[src/rtl/multicycle_decoder.sv]
// multicycle_decoder: Moore-style control FSM for the multicycle ARM-subset
// datapath. It sequences FETCH / DECODE / EXECUTE / MEMORY / WRITEBACK over a
// shared memory port, with MEM_WAIT extra cycles on every memory access.
// Optional build macro: DECODER_CMP_EN adds CMP (SUB) and TST (AND), which
// only write flags and skip register writeback.
module multicycle_decoder #(
    parameter int ALUCTRL_W = 3,
    parameter int MEM_WAIT  = 0
) (
    input  logic                 clk,
    input  logic                 reset,
    input  logic [1:0]           op,
    input  logic [5:0]           funct,
    input  logic [3:0]           rd,
    input  logic                 cond_ex,
    output logic                 pc_write,
    output logic                 ir_write,
    output logic                 mem_write,
    output logic                 reg_write,
    output logic                 adr_src,
    output logic                 alu_src_a,
    output logic [1:0]           alu_src_b,
    output logic [1:0]           result_src,
    output logic [1:0]           imm_src,
    output logic [1:0]           reg_src,
    output logic [ALUCTRL_W-1:0] alu_control,
    output logic [1:0]           flag_w,
    output logic                 illegal
);

    typedef enum logic [3:0] {
        S_FETCH,
        S_DECODE,
        S_EXECUTER,
        S_EXECUTEI,
        S_ALUWB,
        S_MEMADR,
        S_MEMREAD,
        S_MEMWB,
        S_MEMWRITE,
        S_BRANCH
    } state_e;

    typedef enum logic [2:0] {
        ALU_ADD = 3'd0,
        ALU_SUB = 3'd1,
        ALU_AND = 3'd2,
        ALU_ORR = 3'd3,
        ALU_EOR = 3'd4
    } alu_op_e;

    state_e     state_q, state_d;
    logic [3:0] wait_q, wait_d;
    logic       mem_state;
    logic       mem_last;

    alu_op_e    dec_op;
    logic       dec_ok;
    logic       dec_nowb;
    logic       dec_arith;
    logic       flag_nz;
    alu_op_e    alu_op;

    // Immediate and register-source selects follow the opcode in every state.
    assign imm_src    = op;
    assign reg_src[0] = (op == 2'b10);
    assign reg_src[1] = (op == 2'b01) & ~funct[0];

    // Memory-access states dwell until the wait counter reaches MEM_WAIT.
    assign mem_state = (state_q == S_FETCH) || (state_q == S_MEMREAD) ||
                       (state_q == S_MEMWRITE);
    assign mem_last  = (wait_q == 4'(MEM_WAIT));
    assign wait_d    = (mem_state && !mem_last) ? wait_q + 4'd1 : 4'd0;

    // ALU operation decode from funct[4:1]; unknown codes are flagged illegal.
    always_comb begin
        dec_op   = ALU_ADD;
        dec_ok   = 1'b0;
        dec_nowb = 1'b0;
        case (funct[4:1])
            4'b0100: begin dec_op = ALU_ADD; dec_ok = 1'b1; end
            4'b0010: begin dec_op = ALU_SUB; dec_ok = 1'b1; end
            4'b0000: begin dec_op = ALU_AND; dec_ok = 1'b1; end
            4'b1100: begin dec_op = ALU_ORR; dec_ok = 1'b1; end
            4'b0001: begin dec_op = ALU_EOR; dec_ok = 1'b1; end
`ifdef DECODER_CMP_EN
            // Compare/test only make sense when they set flags (S bit).
            4'b1010: begin dec_op = ALU_SUB; dec_ok = funct[0]; dec_nowb = 1'b1; end
            4'b1000: begin dec_op = ALU_AND; dec_ok = funct[0]; dec_nowb = 1'b1; end
`endif
            default: begin dec_op = ALU_ADD; dec_ok = 1'b0; end
        endcase
    end

    assign dec_arith = (dec_op == ALU_ADD) || (dec_op == ALU_SUB);
    assign flag_nz   = funct[0] & cond_ex;

    // Next-state and output decode for the current state.
    always_comb begin
        // NOTE: every output and next-state gets a default up front so no path
        // through the case statement leaves a signal unassigned (no latches).
        state_d    = state_q;
        pc_write   = 1'b0;
        ir_write   = 1'b0;
        mem_write  = 1'b0;
        reg_write  = 1'b0;
        illegal    = 1'b0;
        flag_w     = 2'b00;
        adr_src    = 1'b0;
        alu_src_a  = 1'b0;
        alu_src_b  = 2'b00;
        result_src = 2'b00;
        alu_op     = ALU_ADD;

        case (state_q)
            S_FETCH: begin
                alu_src_a  = 1'b1;
                alu_src_b  = 2'b10;
                result_src = 2'b10;
                if (mem_last) begin
                    ir_write = 1'b1;
                    pc_write = 1'b1;
                    state_d  = S_DECODE;
                end
            end
            S_DECODE: begin
                alu_src_a  = 1'b1;
                alu_src_b  = 2'b10;
                result_src = 2'b10;
                case (op)
                    2'b00:   state_d = funct[5] ? S_EXECUTEI : S_EXECUTER;
                    2'b01:   state_d = S_MEMADR;
                    2'b10:   state_d = S_BRANCH;
                    default: begin
                        illegal = 1'b1;
                        state_d = S_FETCH;
                    end
                endcase
            end
            S_EXECUTER, S_EXECUTEI: begin
                alu_src_b = (state_q == S_EXECUTEI) ? 2'b01 : 2'b00;
                if (dec_ok) begin
                    alu_op    = dec_op;
                    flag_w[1] = flag_nz;
                    flag_w[0] = flag_nz & dec_arith;
                    state_d   = dec_nowb ? S_FETCH : S_ALUWB;
                end else begin
                    illegal = 1'b1;
                    state_d = S_FETCH;
                end
            end
            S_ALUWB: begin
                reg_write = cond_ex;
                pc_write  = cond_ex & (rd == 4'b1111);
                state_d   = S_FETCH;
            end
            S_MEMADR: begin
                alu_src_b = 2'b01;
                state_d   = funct[0] ? S_MEMREAD : S_MEMWRITE;
            end
            S_MEMREAD: begin
                adr_src = 1'b1;
                if (mem_last) state_d = S_MEMWB;
            end
            S_MEMWB: begin
                result_src = 2'b01;
                reg_write  = cond_ex;
                pc_write   = cond_ex & (rd == 4'b1111);
                state_d    = S_FETCH;
            end
            S_MEMWRITE: begin
                adr_src = 1'b1;
                if (mem_last) begin
                    mem_write = cond_ex;
                    state_d   = S_FETCH;
                end
            end
            S_BRANCH: begin
                alu_src_b  = 2'b01;
                result_src = 2'b10;
                pc_write   = cond_ex;
                state_d    = S_FETCH;
            end
            default: state_d = S_FETCH;
        endcase

        // Reset silences every strobe so an aborted instruction writes nothing.
        if (reset) begin
            pc_write  = 1'b0;
            ir_write  = 1'b0;
            mem_write = 1'b0;
            reg_write = 1'b0;
            illegal   = 1'b0;
            flag_w    = 2'b00;
            alu_op    = ALU_ADD;
        end
    end

    assign alu_control = ALUCTRL_W'(alu_op);

    // State register and memory wait counter with synchronous reset.
    always_ff @(posedge clk) begin
        // NOTE: sequential state uses non-blocking assignments so every register
        // samples pre-edge values regardless of statement order.
        if (reset) begin
            state_q <= S_FETCH;
            wait_q  <= 4'd0;
        end else begin
            state_q <= state_d;
            wait_q  <= wait_d;
        end
    end

endmodule
[config.mk]
export PLATFORM = sky130hd
export DESIGN_NAME = multicycle_decoder
export DESIGN_NICKNAME = d
export VERILOG_FILES = /design/src/rtl/multicycle_decoder.sv
export SDC_FILE = /design/constraint.sdc
export NUM_CORES = 1
export LEC_CHECK = 0
export BUFFER_PORTS_ARGS = -buffer_cell sky130_fd_sc_hd__buf_4
export CAP_MARGIN = 30
export CORE_MARGIN = 5
export CORE_UTILIZATION = 35
export DETAILED_ROUTE_END_ITERATION = 8
export GPL_TIMING_DRIVEN = 1
export PLACE_DENSITY = 0.69
export SLEW_MARGIN = 20
export SYNTH_ARGS = -nofsm -noshare
export SYNTH_HDL_FRONTEND = slang
export SYNTH_SLANG_ARGS = --single-unit
[constraint.sdc]
create_clock -name clk -period 4 [get_ports clk]
set_clock_uncertainty 0.15 [all_clocks]
set_input_delay 0.2 -clock clk [delete_from_list [all_inputs] [get_ports clk]]
set_output_delay 0.2 -clock clk [all_outputs]
set_load 0.02 [all_outputs]
==> flow_metrics.env, run 1 <==
export IMPL_synthMuxAreaShare_pct=5.02
export IMPL_holdPathEnd="state_q[3]$_SDFFE_PP0P_"
export IMPL_num_fill_cells=247
export IMPL_critPathCaptureType="primary output"
export IMPL_synthAdderAreaFrac_pct=10.0
export IMPL_antenna_found_initial=0
export IMPL_fmax_ghz=0.466
export IMPL_row_count=18
export IMPL_wl_per_cell_um=12.3
export IMPL_hold_buffers=0
export IMPL_cp_required_ns=3.65
export IMPL_syn_area_per_cell_um2=8.07
export IMPL_instances_no_fill=167
export IMPL_rr_endpoint="state_q[2]$_SDFFE_PP0P_"
export IMPL_slew_headroom_pct=68.6
export IMPL_clk_pin_slew_ns=0.05
export IMPL_worst_setup_path_start_kind="flip-flop"
export IMPL_min_from="reset"
export IMPL_synth_seq_area_share_pct=18.4
export IMPL_yosysWarnings=0
export IMPL_synth_xor_area_share_pct=5.02
export IMPL_cts_htree_levels=1
export IMPL_yosys_area_share_simple_pct=34.7
export IMPL_antennaDiodeCount=0
export IMPL_drc=0
export IMPL_core_area_um2=2430
export IMPL_fin_setup_tns_ns=0
export IMPL_final_antenna_net_count=0
export IMPL_rsz0062_at_grt="false"
export IMPL_cts_buffers=3
export IMPL_syn_area_um2=872
export IMPL_worst_pin_slew_ns=0.470
export IMPL_slew_viol_final=0
export IMPL_setup_violations_final=0
export IMPL_fin_crit_sh_pct=53.7
export IMPL_initial_core_util_pct=35.9
export IMPL_p_leak_uw=0.000499
export IMPL_ir_drop_uv=128
export IMPL_status="finished, final reports clean"
export IMPL_reg2regPathDepth=4
export IMPL_hold_viol=0
export IMPL_arrival_ns=1.80
export IMPL_min_path_type="in -> reg"
export IMPL_synth_top_family_by_area="simple AND/OR/NAND/NOR gates"
export IMPL_hpwl_um=1780
export IMPL_layout_common_cells="buf_4, nor2_1, dfxtp_1, a21oi_1, ha_1"
export IMPL_critPathKind="reg -> out"
export IMPL_drt_total_wl_um=2060
export IMPL_gr_total_overflow=0
export IMPL_dieArea_um2=3590
export IMPL_viasPerCell=5.04
export IMPL_die_x_um=59.9
export IMPL_cts_root_buf="clkbuf_4"
export IMPL_clk_latency_ns=0.24
export IMPL_powerDensity_nw_per_um2=205
export IMPL_cap_violations=0
export IMPL_grt_max_degree=15
export IMPL_synthCells=108
export IMPL_grt_first_pass_wirelength_um=3530
export IMPL_vias=842
export IMPL_grt_pass1_vias=796
export IMPL_holdPathStages=3
export IMPL_gp_congestion=0.788
export IMPL_placedCellCount=164
export IMPL_cts_tree="yes"
export IMPL_cts_resized_gates=0
export IMPL_dr_pass1_iters=4
export IMPL_drt_initial_drc_count=23
export IMPL_synth_cell_types=40
export IMPL_drive_gt1_share_pct=32.1
export IMPL_postCtsSetupBuffers=0
export IMPL_cts_sinks=8
export IMPL_reg2reg_from="state_q[2]$_SDFFE_PP0P_"
export IMPL_worst_path_max_fanout=11
export IMPL_synth_compound_area_share_pct=17.4
export IMPL_multi_input_area_um2=629
export IMPL_syn_to_final_growth_pct=29.3
export IMPL_gr_usage_all_layers_pct=12.5
export IMPL_num_io_pins=35
export IMPL_portBuffers=34
export IMPL_chipHeight_um=59.9
export IMPL_reg2reg_slack_ns=2.34
export IMPL_finalWorstPathRequiredPeriod_ns=2.15
export IMPL_synth_seq_cells=8
export IMPL_syn_nets=130
export IMPL_clockBufferDepth=2
export IMPL_final_common_cell="buf_4"
export IMPL_nNetsFinal=161
export IMPL_seqCellArea_um2=160
-- layout make-up --
type                            instances  area share (%)
Multi-Input combinational cell         86            55.8
Tap cell                               30            3.33
Clock buffer                            3            2.00
Inverter                                6            2.00
Timing Repair Buffer                   34            22.6
Sequential cell                         8            14.2
-- cells in the mapped netlist, drive strengths merged --
library cell  number  area, µm²
a21o               1       7.51
a21oi              8       43.8
a22o               2       17.5
a2bb2o             1       20.0
a2bb2oi            2       17.5
a32o               1       10.0
and2               3       18.8
and3               1       6.26
and4               3       26.3
and4b              1       13.8
buf                8       60.1
dfxtp              8        160
ha                 7       87.6
inv                6       22.5
mux2               3       33.8
mux2i              1       10.0
nand2              6       22.5
nand2b             2       20.0
nand3              2       10.0
nor2              12       45.0
nor2b              6       40.0
nor3               3       15.0
nor3b              1       7.51
nor4               1       12.5
nor4b              1       15.0
o211ai             1       7.51
o21a               1       7.51
o21ai              4       20.0
or2                3       18.8
or3                2       12.5
or3b               1       8.76
or4b               1       10.0
xnor2              4       35.0
xor2               1       8.76
-- worst max path at each step --
| stage | start | end | slack (ns) | depth (start not counted) |
|---|---|---|---|---|
| 3_3_place_gp | state_q[0]$_SDFFE_PP0P_ | pc_write | 2.15 | 5 |
| 3_5_place_dp | state_q[0]$_SDFFE_PP0P_ | pc_write | 2.10 | 5 |
| 4_1_cts | state_q[0]$_SDFFE_PP0P_ | pc_write | 1.84 | 5 |
| 2_1_floorplan | state_q[1]$_SDFFE_PP0P_ | pc_write | 2.00 | 5 |
| 5_1_grt | state_q[2]$_SDFFE_PP0P_ | pc_write | 1.72 | 5 |
| 6_report | state_q[0]$_SDFFE_PP0P_ | pc_write | 1.85 | 5 |
-- worst max-delay path, cell delays in order (launching register included) --
cell and delay, ns:
dfxtp_1 0.49, nor2b_2 0.28, and4b_4 0.24, a2bb2o_4 0.19, or2_1 0.20, buf_4 0.16
-- where the power goes --
group / total, µW / switching, µW / internal (µW)
registers: 90.3 / 7.77 / 82.6
clock network: 56.2 / 22.2 / 34.0
logic: 84.8 / 43.5 / 41.3
total: 231 / 73.4 / 158
-- cell families (layout without fill, tap and decap cells) --
logic type                 after synthesis  count (layout)
AOI/OAI and AO/OA                       21              21
xor gates and xnor gates                 5               5
adders and majority gates                7               7
buffers and inverters                   14              43
DFF                                      8               8
muxes                                    4               4
and+or+nand+nor                         49              49
-- per-stage QoR --
stage	hold WS [ns]	setup slack, ns	utilization [%]	instance area, µm²	total power (µW)
after global routing	0.296	1.72	46.3	1130	248
after detailed placement	0.315	2.10	45.4	1100	177
after floorplan	0.280	2.00	-	872	146
after global placement	0.296	2.15	45.4	1100	175
after CTS	0.274	1.84	46.3	1130	235
final	0.281	1.85	46.3	1130	231
-- per-layer routing --
metal | share of wire [%] | global-route usage [%]
met1 | 44 | 16.4
met5 | 0 | 0
met3 | 5.2 | 1.94
met4 | 0 | 2.85
met2 | 51 | 21.3
-- sequential cells by signal, indices dropped and copies added, names as in the netlist --
signal	count
wait_q	4
state_q	4
Power figures use the tool's default switching activity.
==> run 2: changes to the inputs <==
- PLACE_DENSITY: 0.69 -> 0.71
- clock period: 4 -> 1.9 ns (I/O delays scaled with it)
==> run 2 against run 1 <==
  * The run now ends with setup timing left
  * First-iteration DRC count fell by 30%
  * Global-route usage rose by 0.63 points
  * Utilization rose by 4.7 points
  * Hold slack got worse by 0.13 ns
  * Die area did not move
  * Flip-flop and latch count did not move
  * Critical path depth did not move
  * Critical path type unchanged
  * Largest power group is now combinational cells
  * Highest routed layer is now met4
==> flow_metrics.env, run 2 (synthesis results as in run 1) <==
export IMPL_gr_total_overflow=0
export IMPL_top_regs="state_q: 4 flops, wait_q: 4 flops"
export IMPL_antenna_found_initial=0
export IMPL_p_leak_uw=0.000553
export IMPL_arrival_ns=1.66
export IMPL_placed_cell_area_um2=1120
export IMPL_seqPwrFrac_pct=36.0
export IMPL_portBuffers=34
export IMPL_final_common_cell="buf_4"
export IMPL_powerDensity_nw_per_um2=419
export IMPL_viasPerCell=5.16
export IMPL_slew_headroom_pct=80.7
export IMPL_core_area_um2=2430
export IMPL_swShare_pct=33.4
export IMPL_timing_hold_ws_ns=0.154
export IMPL_clk_pin_slew_ns=0.05
export IMPL_cts_root_buf="clkbuf_4"
export IMPL_worst_pin_slew_ns=0.289
export IMPL_cap_violations=0
export IMPL_syn_to_final_growth_pct=42.3
export IMPL_fmax_ghz=0.525
export IMPL_rsz0062_at_grt="true"
export IMPL_critPathKind="reg -> out"
export IMPL_placedCellCount=166
export IMPL_worst_path_max_fanout=7
export IMPL_p_clk_share_pct=24.8
export IMPL_wl_per_cell_um=12.9
export IMPL_rr_endpoint="state_q[0]$_SDFFE_PP0P_"
export IMPL_p_int_uw=347
export IMPL_hpwl_um=1760
export IMPL_reg2reg_slack_ns=0.35
export IMPL_clockBufferDepth=2
export IMPL_hold_buffers=0
export IMPL_pwr_share_comb_pct=39.2
export IMPL_drt_initial_drc_count=16
export IMPL_cts_sinks=8
export IMPL_fin_crit_sh_pct=100
export IMPL_ir_drop_uv=217
export IMPL_slew_viol_final=0
export IMPL_dr_pass1_iters=4
export IMPL_die_x_um=59.9
export IMPL_critPathCaptureType="primary output"
export IMPL_chipHeight_um=59.9
export IMPL_status="complete, but fails checks"
export IMPL_cp_startpoint="state_q[0]$_SDFFE_PP0P_"
export IMPL_grt_max_degree=15
export IMPL_clk_latency_ns=0.25
export IMPL_worst_setup_path_start_kind="flip-flop"
export IMPL_hold_viol=0
export IMPL_reg2regPathDepth=6
export IMPL_row_count=18
export IMPL_switching_power_uw=174
export IMPL_worst_slack_ns=-0.00636
export IMPL_reg2reg_from="wait_q[0]$_SDFF_PP0_"
export IMPL_drc=0
export IMPL_dp_slack_ns=0.119
export IMPL_fin_area_um2=1240
export IMPL_cp_required_ns=1.65
export IMPL_initial_core_util_pct=35.9
export IMPL_gp_congestion=0.821
export IMPL_dieArea_um2=3590
export IMPL_grt_pass1_vias=864
export IMPL_finalWorstPathRequiredPeriod_ns=1.91
export IMPL_cts_buffers=3
export IMPL_gr_usage_all_layers_pct=13.1
export IMPL_crit_end="pc_write"
export IMPL_drive_gt1_share_pct=45.5
export IMPL_layout_common_cells="buf_4, nor2_1, a21oi_1, ha_1, nand2_1"
export IMPL_fin_util_pct=51.0
export IMPL_num_fill_cells=231
export IMPL_setup_violations_final=1
export IMPL_cts_htree_levels=1
export IMPL_vias=903
export IMPL_antennaDiodeCount=0
export IMPL_drt_total_wl_um=2270
export IMPL_cts_tree="yes"
export IMPL_final_antenna_net_count=0
export IMPL_min_path_type="in -> reg"
export IMPL_num_io_pins=35
export IMPL_violations="setup timing"
export IMPL_instances_no_fill=175
export IMPL_grt_first_pass_wirelength_um=3660
export IMPL_nNetsFinal=169
[run 2: cell count changes in the layout (fill, tap and decap cells not counted), sizes merged]
cell  before  now
buf       34   42
[run 2: through the flow]
step,setup TNS (ns),total power [µW]
2_1_floorplan,0,307
3_3_place_gp,0,376
3_5_place_dp,0,380
4_1_cts,-0.0120,518
5_1_grt,-0.158,548
6_report,-0.00636,521
[run 2: how the worst min path moves through the flow]
| stage | slack (ns) | endpoint | start | cells after the start |
|---|---|---|---|---|
| floorplan | 0.09 | flag_w[0] | funct[4] | 1 |
| global placement | 0.27 | imm_src[0] | op[0] | 2 |
| finish | 0.15 | state_q[3]$_SDFFE_PP0P_ | funct[0] | 3 |
| detailed placement | 0.28 | imm_src[0] | op[0] | 2 |
| global route | 0.18 | state_q[3]$_SDFFE_PP0P_ | funct[0] | 3 |
| CTS | 0.15 | state_q[3]$_SDFFE_PP0P_ | funct[0] | 3 |
[run 2: cell type report]
type | instances | area (µm²) | share of cell area [%]
multi-input combinational | 86 | 661 | 53.2
timing repair buffer | 42 | 323 | 26.0
sequential | 8 | 175 | 14.1
tap | 30 | 37.5 | 3.02
clock buffer | 3 | 22.5 | 1.81
inverter | 6 | 22.5 | 1.81
[run 2: power by group through the flow]
stage	clock network, µW	registers, µW	logic [µW]
floorplan	0	180	127
global placement	0	191	184
detailed placement	0	191	188
CTS	133	191	194
global route	138	190	220
finish	129	188	204
[run 2: timing repair]
action                     4_1_cts  5_1_grt
pin swaps                        1        2
setup buffers                    2        4
gates resized for setup         13        7
setup endpoints to repair        6        5
[run 2: worst max-delay path, stage by stage, from the launching register on]
cell and delay [ns]:
dfxtp_2 0.41, nor2b_2 0.24, and4b_4 0.23, a2bb2o_4 0.19, or2_1 0.21, buf_6 0.13
[run 2: routing by layer]
| metal | up-vias | share of wire (%) | global-route usage (%) |
|---|---|---|---|
| li1 | 450 | - | - |
| met4 | 0 | 1.5 | 6.96 |
| met2 | 29 | 49 | 22.7 |
| met3 | 6 | 6.6 | 0.864 |
| met1 | 418 | 42 | 16.0 |
| met5 | - | 0 | 0 |
